### config.mk
export PLATFORM = sky130hd
export DESIGN_NAME = parking_lane_monitor
export DESIGN_NICKNAME = d
export VERILOG_FILES = /design/src/rtl/parking_lane_monitor.sv
export SDC_FILE = /design/constraint.sdc
export NUM_CORES = 1
export LEC_CHECK = 0
export BUFFER_PORTS_ARGS = -buffer_cell sky130_fd_sc_hd__buf_2
export CAP_MARGIN = 25
export CORE_ASPECT_RATIO = 0.6
export CORE_MARGIN = 2
export CORE_UTILIZATION = 40
export CTS_CLUSTER_DIAMETER = 80
export DETAILED_ROUTE_END_ITERATION = 12
export GPL_ROUTABILITY_DRIVEN = 0
export PLACE_DENSITY = 0.58
export SYNTH_ARGS = -nofsm -noshare
export SYNTH_HDL_FRONTEND = slang
export SYNTH_SLANG_ARGS = --single-unit
### constraint.sdc
create_clock -name clk -period 3.6 [get_ports clk]
set_clock_uncertainty 0.1 [all_clocks]
set_input_delay 0.18 -clock clk [delete_from_list [all_inputs] [get_ports clk]]
set_output_delay 0.18 -clock clk [all_outputs]
set_load 0.05 [all_outputs]
### src/rtl/parking_lane_monitor.sv
// Multi-lane parking gate monitor: per-lane sensor debounce and direction FSM,
// with a shared clamped occupancy counter and full/empty status.
module parking_lane_monitor #(
  parameter int unsigned LANES    = 2,
  parameter int unsigned CAPACITY = 100,
  parameter int unsigned CNT_W    = 8,
  parameter int unsigned DEBOUNCE = 4
) (
  input  logic               clk,
  input  logic               reset,
  input  logic [2*LANES-1:0] sensor,
  output logic [LANES-1:0]   entrada,
  output logic [LANES-1:0]   salida,
  output logic [LANES-1:0]   error,
  output logic [CNT_W-1:0]   occupancy,
  output logic               full,
  output logic               empty,
  output logic               overflow,
  output logic               underflow
);

  localparam int unsigned DbW  = (DEBOUNCE > 1) ? $clog2(DEBOUNCE) : 1;
  localparam int unsigned SumW = CNT_W + $clog2(LANES) + 1;
  localparam logic [DbW-1:0]         DbLast = DbW'(DEBOUNCE - 1);
  localparam logic signed [SumW-1:0] CapS   = SumW'(CAPACITY);
  localparam logic [CNT_W-1:0]       CapU   = CNT_W'(CAPACITY);

  localparam logic [2:0] StIdle = 3'd0;
  localparam logic [2:0] StEn1  = 3'd1;
  localparam logic [2:0] StEn2  = 3'd2;
  localparam logic [2:0] StEn3  = 3'd3;
  localparam logic [2:0] StEx1  = 3'd4;
  localparam logic [2:0] StEx2  = 3'd5;
  localparam logic [2:0] StEx3  = 3'd6;
  localparam logic [2:0] StWait = 3'd7;

  logic [LANES-1:0] ent_ev, ext_ev, err_ev;

  for (genvar i = 0; i < LANES; i++) begin : g_lane
    logic [1:0]     raw, cand_q, d_q;
    logic [DbW-1:0] cnt_q;
    logic [2:0]     st_q, st_d;
    logic           ent, ext, err;

    assign raw = sensor[2*i +: 2];

    always_ff @(posedge clk) begin
      if (reset) begin
        cand_q <= 2'b00;
        d_q    <= 2'b00;
        cnt_q  <= '0;
        st_q   <= StIdle;
      end else begin
        if (raw != cand_q) begin
          cand_q <= raw;
          cnt_q  <= '0;
        end else if (cnt_q == DbLast) begin
          d_q <= cand_q;
        end else begin
          cnt_q <= cnt_q + DbW'(1);
        end
        st_q <= st_d;
      end
    end

    // Entry walks 10 -> 11 -> 01 -> 00; exit is the mirror image.
    always_comb begin
      st_d = st_q;
      ent  = 1'b0;
      ext  = 1'b0;
      err  = 1'b0;
      case (st_q)
        StIdle: case (d_q)
          2'b10:   st_d = StEn1;
          2'b01:   st_d = StEx1;
          2'b11:   begin st_d = StWait; err = 1'b1; end
          default: ;
        endcase
        StEn1: case (d_q)
          2'b11:   st_d = StEn2;
          2'b00:   st_d = StIdle;
          2'b01:   begin st_d = StWait; err = 1'b1; end
          default: ;
        endcase
        StEn2: case (d_q)
          2'b01:   st_d = StEn3;
          2'b10:   st_d = StEn1;
          2'b00:   begin st_d = StWait; err = 1'b1; end
          default: ;
        endcase
        StEn3: case (d_q)
          2'b00:   begin st_d = StIdle; ent = 1'b1; end
          2'b11:   st_d = StEn2;
          2'b10:   begin st_d = StWait; err = 1'b1; end
          default: ;
        endcase
        StEx1: case (d_q)
          2'b11:   st_d = StEx2;
          2'b00:   st_d = StIdle;
          2'b10:   begin st_d = StWait; err = 1'b1; end
          default: ;
        endcase
        StEx2: case (d_q)
          2'b10:   st_d = StEx3;
          2'b01:   st_d = StEx1;
          2'b00:   begin st_d = StWait; err = 1'b1; end
          default: ;
        endcase
        StEx3: case (d_q)
          2'b00:   begin st_d = StIdle; ext = 1'b1; end
          2'b11:   st_d = StEx2;
          2'b01:   begin st_d = StWait; err = 1'b1; end
          default: ;
        endcase
        default: if (d_q == 2'b00) st_d = StIdle;
      endcase
    end

    assign ent_ev[i] = ent;
    assign ext_ev[i] = ext;
    assign err_ev[i] = err;
  end

  logic signed [SumW-1:0] sum;
  logic [CNT_W-1:0]       occ_d;
  logic                   ovf_d, unf_d;

  always_comb begin
    sum = $signed(SumW'(occupancy));
    for (int i = 0; i < LANES; i++) begin
      sum = sum + $signed(SumW'(ent_ev[i])) - $signed(SumW'(ext_ev[i]));
    end
  end

  always_comb begin
    occ_d = sum[CNT_W-1:0];
    ovf_d = 1'b0;
    unf_d = 1'b0;
    if (sum[SumW-1]) begin
      occ_d = '0;
      unf_d = 1'b1;
    end else if (sum > CapS) begin
      occ_d = CapU;
      ovf_d = 1'b1;
    end
  end

  always_ff @(posedge clk) begin
    if (reset) begin
      entrada   <= '0;
      salida    <= '0;
      error     <= '0;
      occupancy <= '0;
      full      <= 1'b0;
      empty     <= 1'b1;
      overflow  <= 1'b0;
      underflow <= 1'b0;
    end else begin
      entrada   <= ent_ev;
      salida    <= ext_ev;
      error     <= err_ev;
      occupancy <= occ_d;
      full      <= (occ_d == CapU);
      empty     <= (occ_d == '0);
      overflow  <= ovf_d;
      underflow <= unf_d;
    end
  end

endmodule

==> key figures <==
Global route
  – Wire length of the first global-routing pass: between 9 and 10 mm
  – Largest net degree at the start of global routing: 22
  – Global route overflow: 0
  – GRT Util Overall: 0.1783
  – Vias in the first global route: just over 2k
  – Initial antenna violation count: 0

Placed design
  – Post-DP HPWL: ~4.4 mm
  – Port-buffer cells: 23
  – Post-DP Area: between 0.002 and 0.003 mm²

CTS
  – Clock sinks: 36
  – CTS root buf: clkbuf_8
  – Clock buffer depth: 2
  – # hold bufs at CTS: 0
  – H-tree lvl count: 2
  – Total CTS buffers: 5
  – CTS tree: done
  – Clock transition at the registers of the reported paths: 0.08 ns
  – Clk_lat worst skew: around 0.29 ns

Floorplan
  – Row count: 22
  – Core area: about 0.0061 mm²
  – Die H: ~66 µm
  – # IOs: 24
  – Die area: 0.007067 mm²
  – Die width: roughly 110 µm
  – Initial Utilization: 0.4164

Layout
  – Fill count: 578
  – Area of the multi-input gates: 0.001802 mm²
  – Ant diodes: 0
  – Post-route cell area: around 0.0032 mm²
  – Area Overhead vs Synth: 23.89%
  – FF/Latch Area: ~730 µm²
  – Fraction of layout cells with a size suffix above 1: 0.3195
  – # nets final: 372

Logic synthesis
  – Fraction of the mapped netlist area in simple logic gates: 0.1992
  – Sequential cell area fraction in the yosys report: 0.2819
  – Mapped Cells: 290
  – Largest family of logic cells by synthesized area: simple AND/OR/NAND/NOR gates
  – Asr flop ratio synth: 0
  – Post-synth EDFFs: 0
  – Post-Syn Area: around 0.0026 mm²
  – Post-synthesis mux area share: 0.07342
  – Avg Cell Area, Syn: 8.814 µm²
  – Top FF cell, synth: dfxtp_1
  – Synth unique cells: between 60 and 70
  – Mapped Nets: roughly 330
  – Synth Area in Adders: 0.1508
  – Compound-gate portion of the synthesized area: 0.1929
  – XOR/XNOR Fraction of Synth Area: 0.03426
  – Yosys warning count: 0
  – #FFs+latches synth: 36

Detailed routing
  – Routed vias: approximately 2.2k
  – Final WL: around 6 mm
  – Detailed Routing Iterations Pass 1: 4
  – Mean routed wirelength per cell: 14.15 µm
  – DRT iter0 DRCs: a little over 90
  – Drt drc: 0
  – Post-detailed-route count of antenna-violating nets: 0
  – Vias per cell: around 5.3

Setup path
  – Worst path arrival time: roughly 3.6 ns
  – Critical Path Fanout Max: 4
  – Kind of critical path: flop to flop
  – Startpoint Class: flop
  – Most used cell, CP: inv_2
  – Slowest stage cell, crit path: fa_1
  – Worst Setup End Kind: flop
  – Worst EP required: 3.71 ns
  – Slowest stage delay, CP: approximately 0.46 ns
  – CP cell instances: inv_2, ha_4, nand2_2, nor2_4, fa_1, fa_2, inv_2, ha_4, inv_2, fa_2, and2b_2, o22ai_4, and4bb_2, o32ai_4, nor4b_4

Hold path
  – Min-delay worst type: input port to flop

STA
  – Period utilisation layout: 0.9828
  – Setup tns final: 0 ns
  – Final Setup Violations: 0
  – Max Transition Viols Final: 0
  – F_max: between 0.2 and 0.3 GHz
  – Hold Fails Final Rpt: 0
  – Final min period: between 3 and 4 ns
  – RSZ-0062 raised after global routing: yes

Power and ir drop
  – Peak supply drop: around 0.00043 V
  – LEAKAGE: between 1 and 1.5 nW
  – P per Cell Area: between 900 and 1000 mW/mm²

Run
  – Number of max-cap violations: 0

Outcome
  – Status: finished clean
area by class of cell:
cell class | count | share of cell area
multi-input cells | 216 | 0.5689
flip-flops and latches | 36 | 0.2299
repair buffers | 54 | 0.1098
well taps | 84 | 0.03319
inverters | 24 | 0.03003
clock buffers | 6 | 0.02292
clock inverters | 2 | 0.005136
cell families after synthesis:
| family | count (synthesis) |
|---|---|
| AO/OA/AOI/OAI | 67 |
| XOR/XNOR | 10 |
| adder cells (fa/ha/maj) | 29 |
| buffers and inverters | 38 |
| flip-flops | 36 |
| multiplexers | 16 |
| other | 1 |
| AND/OR/NAND/NOR | 93 |
layer usage:
layer,track usage,vias to the layer above,wire [µm]
met5,0,-,0
met4,0.03084,0,24
met3,0.04039,2,321
met2,0.2492,54,2359
met1,0.2764,1040,3265
li1,-,1122,-
cell usage after synthesis (4+ instances only):
master	n	share of area
dfxtp_1	36	0.28
ha_1	26	0.13
nor2_1	25	0.037
inv_1	24	0.035
nand2_1	13	0.019
mux2i_1	12	0.047
a21oi_1	11	0.022
nor2b_1	11	0.027
nand3_1	9	0.018
nor3_1	9	0.018
o21ai_0	7	0.014
a211oi_1	6	0.018
clkbuf_1	6	0.0088
xnor2_1	5	0.017
xor2_1	5	0.017
a2bb2oi_1	4	0.014
a31oi_1	4	0.0098
nand2b_1	4	0.0098
worst max-delay path, delay by kind of cell, from the launching register on:
kind,cells,cell delay [ns]
fa+ha+maj,5,1.48
flops,1,0.33
compound gates,2,0.39
simple gates,5,0.97
buf+inv,3,0.18
power by group:
part / leakage, nW / internal [W] / switching [W] / total [W]
registers: 0.299 / 0.000496 / 0.0000643 / 0.000560
clock network: 0.0414 / 0.000138 / 0.000160 / 0.000298
logic: 1.03 / 0.000852 / 0.00120 / 0.00206
total: 1.37 / 0.00149 / 0.00143 / 0.00291
path summary, 6_finish.rpt:
kind / start / endpoint / slack (ns) / cells after the start
setup / recovery: g_lane[1].d_q[0]$_SDFFE_PP0P_ / occupancy[0]$_SDFF_PP0_ / 0.06 / 15
hold / removal: sensor[2] / g_lane[1].cand_q[0]$_SDFFE_PP0P_ / 0.03 / 2
setup reg to reg: g_lane[1].d_q[0]$_SDFFE_PP0P_ / occupancy[0]$_SDFF_PP0_ / 0.06 / 15
hold reg to reg: g_lane[1].cnt_q[1]$_SDFFE_PP0N_ / g_lane[1].cnt_q[1]$_SDFFE_PP0N_ / 0.41 / 2
per-stage QoR:
| step | util | std cells | worst slack [ns] | total power (W) | hold WS [ns] |
|---|---|---|---|---|---|
| floorplan | - | 290 | 0.008011 | 0.002015 | 0.2082 |
| global placement | 0.4743 | 406 | 0.04860 | 0.002353 | 0.3207 |
| detailed placement | 0.4743 | 406 | -0.09861 | 0.002335 | 0.3288 |
| CTS | 0.4955 | 416 | 0.02900 | 0.002705 | 0.02550 |
| global route | 0.5159 | 422 | -0.09749 | 0.003143 | 0.02767 |
| finish | 0.5159 | 422 | 0.06188 | 0.002915 | 0.02909 |
timing repair:
item,4_1_cts,5_1_grt
pin swaps,4,16
resized for setup,7,21
buffers inserted,2,6
gates cloned,0,0
setup endpoints to repair,5,10
sequential cells by signal, summed over array words and instances (netlist names):
register,cells
g_lane.cand_q,4
overflow,1
error,2
g_lane.st_q,6
full,1
occupancy,8
g_lane.cnt_q,4
salida,2
underflow,1
entrada,2
g_lane.d_q,4
empty,1
cells in the final DEF (no fill, tap or decap), types with 3 or more instances in the layout:
cell       count
xnor2_1        5
nor3_1         8
nand3_1        8
dfxtp_2        6
nor2_1        22
buf_4         31
o21ai_0        7
a21oi_1       11
dfxtp_1       30
a21o_1         3
inv_2          6
ha_4           3
o221ai_1       3
nor2b_1       11
a211oi_1       6
buf_2         23
xor2_1         4
a2bb2oi_1      4
ha_1          23
nor3b_1        3
nand2_1       10
nand2b_1       4
mux2i_1       12
nand2_2        3
or2_2          3
o211ai_1       3
inv_1         17
a31oi_1        4
clkbuf_8       5
Power figures use the tool's default switching activity.
